File: config.mk
export PLATFORM = sky130hd
export DESIGN_NAME = sfx_note_sequencer
export DESIGN_NICKNAME = d
export VERILOG_FILES = /design/src/rtl/sfx_note_sequencer_pkg.sv /design/src/rtl/sfx_note_rom.sv /design/src/rtl/sfx_note_sequencer.sv
export SDC_FILE = /design/constraint.sdc
export NUM_CORES = 1
export LEC_CHECK = 0
export CAP_MARGIN = 10
export CORE_ASPECT_RATIO = 0.9
export CORE_MARGIN = 8
export CORE_UTILIZATION = 50
export DETAILED_ROUTE_END_ITERATION = 10
export HOLD_SLACK_MARGIN = 0.15
export MAX_ROUTING_LAYER = met4
export PLACE_DENSITY_LB_ADDON = 0.1
export SETUP_SLACK_MARGIN = 0.5
export SLEW_MARGIN = 20
export SYNTH_ARGS = -nofsm -noshare
export SYNTH_HDL_FRONTEND = slang
export SYNTH_SLANG_ARGS = --single-unit
File: constraint.sdc
create_clock -name clk -period 3.9 [get_ports clk]
set_clock_uncertainty 0.15 [all_clocks]
set_input_delay 0.78 -clock clk [delete_from_list [all_inputs] [get_ports clk]]
set_output_delay 0.78 -clock clk [all_outputs]
set_load 0.05 [all_outputs]
File: src/rtl/sfx_note_sequencer_pkg.sv
// Shared constants for the sound-effect note sequencer: duration codes,
// effect-select encodings, FSM states and the table entry width.
package sfx_pkg;

  localparam int DUR_W = 3;

  localparam logic [DUR_W-1:0] DUR_END       = 3'd0;
  localparam logic [DUR_W-1:0] DUR_QUARTER   = 3'd1;
  localparam logic [DUR_W-1:0] DUR_EIGHTH    = 3'd2;
  localparam logic [DUR_W-1:0] DUR_THIRD     = 3'd3;
  localparam logic [DUR_W-1:0] DUR_SIXTEENTH = 3'd4;
  localparam logic [DUR_W-1:0] DUR_SIXTH     = 3'd5;

  localparam logic [1:0] SFX_NONE  = 2'b00;
  localparam logic [1:0] SFX_DEATH = 2'b11;

  typedef enum logic [1:0] {
    ST_IDLE = 2'd0,
    ST_PLAY = 2'd1,
    ST_END  = 2'd2
  } state_e;

  // Table entry is {dur, half_period}.
  function automatic int entry_w(input int div_w);
    return DUR_W + div_w;
  endfunction

endpackage

File: src/rtl/sfx_note_rom.sv
// Fixed laser and death note tables, read combinationally by pointer.
// Entries past the table end read as the end marker.
module sfx_note_rom
  import sfx_pkg::*;
#(
  parameter int DIV_W = 16,
  parameter int PTR_W = 5
) (
  input  logic [PTR_W-1:0] lptr,
  input  logic [PTR_W-1:0] dptr,
  output logic [DUR_W-1:0] laser_dur,
  output logic [DIV_W-1:0] laser_hp,
  output logic [DUR_W-1:0] death_dur,
  output logic [DIV_W-1:0] death_hp
);

  localparam int EW = entry_w(DIV_W);

  logic [EW-1:0] laser_e;
  logic [EW-1:0] death_e;

  always_comb begin
    laser_e = {DUR_END, DIV_W'(0)};
    case (int'(lptr))
      0:       laser_e = {DUR_QUARTER,   DIV_W'(100)};
      1:       laser_e = {DUR_EIGHTH,    DIV_W'(80)};
      2:       laser_e = {DUR_SIXTEENTH, DIV_W'(60)};
      3:       laser_e = {DUR_THIRD,     DIV_W'(50)};
      4:       laser_e = {DUR_SIXTH,     DIV_W'(40)};
      5:       laser_e = {DUR_SIXTEENTH, DIV_W'(30)};
      6:       laser_e = {DUR_EIGHTH,    DIV_W'(20)};
      default: laser_e = {DUR_END,       DIV_W'(0)};
    endcase
  end

  // Entry 5 is a rest (half_period 0).
  always_comb begin
    death_e = {DUR_END, DIV_W'(0)};
    case (int'(dptr))
      0:       death_e = {DUR_QUARTER,   DIV_W'(200)};
      1:       death_e = {DUR_EIGHTH,    DIV_W'(220)};
      2:       death_e = {DUR_THIRD,     DIV_W'(240)};
      3:       death_e = {DUR_SIXTEENTH, DIV_W'(260)};
      4:       death_e = {DUR_SIXTH,     DIV_W'(280)};
      5:       death_e = {DUR_EIGHTH,    DIV_W'(0)};
      6:       death_e = {DUR_QUARTER,   DIV_W'(300)};
      7:       death_e = {DUR_EIGHTH,    DIV_W'(320)};
      8:       death_e = {DUR_THIRD,     DIV_W'(340)};
      9:       death_e = {DUR_SIXTEENTH, DIV_W'(360)};
      10:      death_e = {DUR_SIXTH,     DIV_W'(380)};
      11:      death_e = {DUR_QUARTER,   DIV_W'(400)};
      12:      death_e = {DUR_EIGHTH,    DIV_W'(420)};
      13:      death_e = {DUR_THIRD,     DIV_W'(440)};
      14:      death_e = {DUR_SIXTEENTH, DIV_W'(460)};
      default: death_e = {DUR_END,       DIV_W'(0)};
    endcase
  end

  assign {laser_dur, laser_hp} = laser_e;
  assign {death_dur, death_hp} = death_e;

endmodule

File: src/rtl/sfx_note_sequencer.sv
// Note pointer FSM and square-wave tone generator answering the SFX timing FSM.
// Durations follow the registered pointers combinationally; outputs read 0 in IDLE.
module sfx_note_sequencer
  import sfx_pkg::*;
#(
  parameter int DIV_W     = 16,
  parameter int PTR_W     = 5,
  parameter int LASER_LEN = 8,
  parameter int DEATH_LEN = 16
) (
  input  logic       clk,
  input  logic       clr,
  input  logic [1:0] soundRegBits,
  input  logic       nextNoteLaser,
  input  logic       nextNoteDeath,
  input  logic       done,
  output logic [2:0] durationLaser,
  output logic [2:0] durationDeath,
  output logic       SFXended,
  output logic       speaker,
  output logic       active
);

  localparam logic [PTR_W-1:0] LLAST = PTR_W'(LASER_LEN - 1);
  localparam logic [PTR_W-1:0] DLAST = PTR_W'(DEATH_LEN - 1);

  state_e             state_q, state_d;
  logic               sel_death_q, sel_death_d;
  logic [PTR_W-1:0]   lptr_q, lptr_d;
  logic [PTR_W-1:0]   dptr_q, dptr_d;
  logic [DIV_W-1:0]   tcnt_q, tcnt_d;
  logic               speaker_q, speaker_d;
  logic               sfx_ended_q, sfx_ended_d;
  logic               done_seen_q, done_seen_d;

  logic [DUR_W-1:0]   laser_dur, death_dur, sel_dur;
  logic [DIV_W-1:0]   laser_hp, death_hp, sel_hp;
  logic               sel_pulse, sel_at_last, advance;

  sfx_note_rom #(
    .DIV_W (DIV_W),
    .PTR_W (PTR_W)
  ) u_rom (
    .lptr      (lptr_q),
    .dptr      (dptr_q),
    .laser_dur (laser_dur),
    .laser_hp  (laser_hp),
    .death_dur (death_dur),
    .death_hp  (death_hp)
  );

  assign sel_dur     = sel_death_q ? death_dur : laser_dur;
  assign sel_hp      = sel_death_q ? death_hp : laser_hp;
  assign sel_pulse   = sel_death_q ? nextNoteDeath : nextNoteLaser;
  assign sel_at_last = sel_death_q ? (dptr_q == DLAST) : (lptr_q == LLAST);

  always_comb begin
    state_d     = state_q;
    sel_death_d = sel_death_q;
    lptr_d      = lptr_q;
    dptr_d      = dptr_q;
    done_seen_d = done_seen_q;
    advance     = 1'b0;

    case (state_q)
      ST_IDLE: begin
        lptr_d      = '0;
        dptr_d      = '0;
        done_seen_d = 1'b0;
        if (soundRegBits != SFX_NONE) begin
          state_d     = ST_PLAY;
          sel_death_d = (soundRegBits == SFX_DEATH);
        end
      end
      ST_PLAY: begin
        // Abort wins over end detection; a marker entry freezes the pointer.
        if (soundRegBits == SFX_NONE) begin
          state_d = ST_IDLE;
        end else if (sel_dur == DUR_END) begin
          state_d = ST_END;
        end else if (sel_pulse && !sel_at_last) begin
          advance = 1'b1;
          if (sel_death_q) dptr_d = dptr_q + 1'b1;
          else             lptr_d = lptr_q + 1'b1;
        end
      end
      ST_END: begin
        if (done) done_seen_d = 1'b1;
        if ((done_seen_q || done) && (soundRegBits == SFX_NONE)) state_d = ST_IDLE;
      end
      default: state_d = ST_IDLE;
    endcase

    sfx_ended_d = (state_q == ST_END) && (state_d == ST_END);

    // Tone runs only while staying in PLAY on the same note; a rest holds low.
    tcnt_d    = '0;
    speaker_d = 1'b0;
    if ((state_q == ST_PLAY) && (state_d == ST_PLAY) && !advance && (sel_hp != '0)) begin
      if (tcnt_q == sel_hp - DIV_W'(1)) begin
        speaker_d = ~speaker_q;
      end else begin
        tcnt_d    = tcnt_q + DIV_W'(1);
        speaker_d = speaker_q;
      end
    end
  end

  always_ff @(posedge clk) begin
    if (clr) begin
      state_q     <= ST_IDLE;
      sel_death_q <= 1'b0;
      lptr_q      <= '0;
      dptr_q      <= '0;
      tcnt_q      <= '0;
      speaker_q   <= 1'b0;
      sfx_ended_q <= 1'b0;
      done_seen_q <= 1'b0;
    end else begin
      state_q     <= state_d;
      sel_death_q <= sel_death_d;
      lptr_q      <= lptr_d;
      dptr_q      <= dptr_d;
      tcnt_q      <= tcnt_d;
      speaker_q   <= speaker_d;
      sfx_ended_q <= sfx_ended_d;
      done_seen_q <= done_seen_d;
    end
  end

  assign active        = (state_q != ST_IDLE);
  assign speaker       = speaker_q;
  assign SFXended      = sfx_ended_q;
  assign durationLaser = active ? laser_dur : DUR_END;
  assign durationDeath = active ? death_dur : DUR_END;

endmodule

==> results.sh <==
export IMPL_cts_tree="yes"
export IMPL_route_detailed_drc=0
export IMPL_synth_seq_area_share_pct=30.9
export IMPL_drive_above_1_share_pct=12.6
export IMPL_required_ns=3.92
export IMPL_worst_slew_pin_transition_ns=0.778
export IMPL_async_reset_ff_share_pct=0
export IMPL_synthFlopType="dfxtp_1"
export IMPL_first_pass_iters=4
export IMPL_grt_overflow=0
export IMPL_cellPowerDensity_nw_per_um2=300
export IMPL_area_delta_synth_final_pct=14.4
export IMPL_crit_fanout=17
export IMPL_arrival_ns=3.29
export IMPL_fmax_mhz=306
export IMPL_ys_ff_latch=42
export IMPL_worst_setup_hold_path_clk_slew_ns=0.08
export IMPL_power_leakage_nw=1.15
export IMPL_cts_hold_fix_buffers=0
export IMPL_cts_max_path_buffers=2
export IMPL_fin_setup_tns_ns=0
export IMPL_peakVddDrop_v=0.000231
export IMPL_num_rows=25
export IMPL_path_class="in -> reg"
export IMPL_cts_root_buf="clkbuf_8"
export IMPL_netlist_instances=328
export IMPL_avgViaCountPerCell=5.66
export IMPL_synth_area_um2=2720
export IMPL_die_w_um=93.7
export IMPL_rsz0062_at_grt="true"
export IMPL_finalSetupViolCount=0
export IMPL_antenna_found_initial=0
export IMPL_num_vias=2315
export IMPL_synth_edf_count=0
export IMPL_grt_pass1_vias=2119
export IMPL_synth_distinct_cells=61
export IMPL_intPower_mw=0.653
export IMPL_gp_congestion=0.848
export IMPL_grt_pass1_wl_mm=10.1
export IMPL_start_kind="input pin"
export IMPL_fin_crit_ns=3.27
export IMPL_die_h_um=86.0
export IMPL_wire_per_inst_um=14.9
export IMPL_clk_latency_ns=0.30
export IMPL_dp_hpwl_mm=4.50
export IMPL_cts_max_level=2
export IMPL_avgSynthCellArea_um2=8.29
export IMPL_seqPwrFrac_pct=47.9
export IMPL_postRouteAntennaNets=0
export IMPL_maxCapViolations=0
export IMPL_gr_usage_all_layers_pct=15.6
export IMPL_wirelength_mm=6.08
export IMPL_power_share_switching_pct=29.9
export IMPL_dr_first_iter_drc_count=123
export IMPL_dieArea_um2=8060
export IMPL_synth_nets=349
export IMPL_final_nets=362
export IMPL_period_share_pct=83.9
export IMPL_initial_utilization_pct=51.7
export IMPL_cts_made_buffers=5
export IMPL_pwr_share_clk_pct=32.0
export IMPL_hold_violations=0
export IMPL_ioPinCount=16
export IMPL_cts_sinks=42
export IMPL_slew_headroom_pct=47.8
export IMPL_status="complete, no violations"
export IMPL_combPwrFrac_pct=20.1
export IMPL_antenna_cells=0
export IMPL_drv_slew=0
export IMPL_portBuffers=15
export IMPL_nFillCells=478
export IMPL_dpl_cell_area_um2=2920
export IMPL_core_um2=5260
export IMPL_p_sw_mw=0.279
export IMPL_hold_class="reg -> reg"
export IMPL_fin_area_um2=3110
export IMPL_endpoint_kind="register"
export IMPL_yosysWarnings=0
export IMPL_grt_max_degree=18
[power by group through the flow]
| stage | logic [mW] | clock network [mW] | registers, mW |
|---|---|---|---|
| 2_1_floorplan | 0.136 | 0 | 0.450 |
| 3_3_place_gp | 0.177 | 0 | 0.454 |
| 3_5_place_dp | 0.177 | 0 | 0.454 |
| 4_1_cts | 0.178 | 0.303 | 0.444 |
| 5_1_grt | 0.205 | 0.324 | 0.448 |
| 6_report | 0.188 | 0.298 | 0.447 |
[area by class of cell]
cell class              count  area [um2]  area share, %
well taps                  67        83.8           2.69
repair buffers             21         205           6.59
flip-flops and latches     42         845           27.1
multi-input cells         253        1820           58.3
inverters                  18        67.6           2.17
clock buffers               6        82.6           2.65
clock inverters             2        12.5          0.402
[critical path, stage by stage]
cell and delay [ns]:
clkdlybuf4s50_1 0.48, nor2_1 0.11, or4_1 0.59, or4_1 0.44, a31oi_2 0.20, buf_6 0.20, mux2_2 0.35, nand2_1 0.06
o21ai_0 0.09
[cells by family after synthesis]
family	Yosys count	share of synthesized area (%)
multiplexers	14	5.34
AO/OA/AOI/OAI	59	16.1
AND/OR/NAND/NOR	141	28.2
adder cells (fa/ha/maj)	14	6.44
XOR/XNOR	25	8.05
flip-flops	42	30.9
buffers and inverters	33	4.92
[path summary, 6_finish.rpt]
| check | start | end | slack (ns) | depth (start not counted) |
|---|---|---|---|---|
| setup / recovery | soundRegBits[1] | register | 0.63 | 9 |
| hold / removal | done_seen_q | done_seen_q | 0.34 | 2 |
| setup reg to reg | lptr_q[1] | speaker | 0.64 | 12 |
| hold reg to reg | done_seen_q | done_seen_q | 0.34 | 2 |
[stage by stage]
stage | hold WS [ns] | setup slack [ns] | instances | util [%] | power (mW)
global placement | 0.298 | 0.340 | 400 | 55.6 | 0.631
floorplan | 0.279 | 0.572 | 328 | - | 0.587
detailed placement | 0.319 | 0.277 | 400 | 55.6 | 0.632
finish | 0.343 | 0.630 | 409 | 59.2 | 0.932
global route | 0.385 | 0.458 | 409 | 59.2 | 0.977
CTS | 0.338 | 0.502 | 408 | 57.5 | 0.926
[layout by cell type (no fill, tap or decap), types with 3 or more instances in the layout]
cell,synthesis,layout
clkdlybuf4s50_1,0,14
nor3_1,21,21
ha_4,0,4
xor2_1,10,10
o21ai_0,8,8
and4_1,3,3
nand2_1,17,17
buf_4,2,4
clkbuf_8,0,6
nand3_1,12,11
nand3b_1,4,4
or4_1,3,3
dfxtp_2,0,3
and3_1,8,8
ha_1,14,10
mux2_2,4,4
inv_1,18,17
nor3b_1,3,3
a21oi_1,17,16
a211oi_1,7,7
nand2b_1,8,8
xnor2_1,15,15
nor4_1,6,6
or3_1,5,5
dfxtp_1,42,39
mux2i_1,10,10
nor2_1,36,36
[per-layer routing]
| layer | vias to the layer above | GRT usage (%) | part of all wire (%) |
|---|---|---|---|
| li1 | 1209 | - | - |
| met2 | 27 | 22.6 | 43 |
| met5 | - | - | 0 |
| met3 | 2 | 3.23 | 3.2 |
| met4 | 0 | 3.88 | 0.39 |
| met1 | 1077 | 21.5 | 53 |
[Yosys cell counts (3+ instances only)]
cell type  number  area share, %
dfxtp_1        42             31
nor2_1         36            5.0
nor3_1         21            3.9
inv_1          18            2.5
a21oi_1        17            3.1
nand2_1        17            2.3
xnor2_1        15            4.8
ha_1           14            6.4
nand3_1        12            2.2
clkbuf_1       10            1.4
mux2i_1        10            3.7
xor2_1         10            3.2
and3_1          8            1.8
nand2b_1        8            1.8
o21ai_0         8            1.5
a211oi_1        7            1.9
nor4_1          6            1.4
or3_1           5            1.2
mux2_2          4            1.7
nand3b_1        4            1.1
and4_1          3           0.97
nor3b_1         3           0.83
or4_1           3           0.83
[repair_timing]
| item | in CTS | in global routing |
|---|---|---|
| setup endpoints to repair | 0 | 23 |
| setup buffers | 0 | 1 |
| resized for setup | 0 | 19 |
No activity file was read; power rests on OpenSTA's default activity.
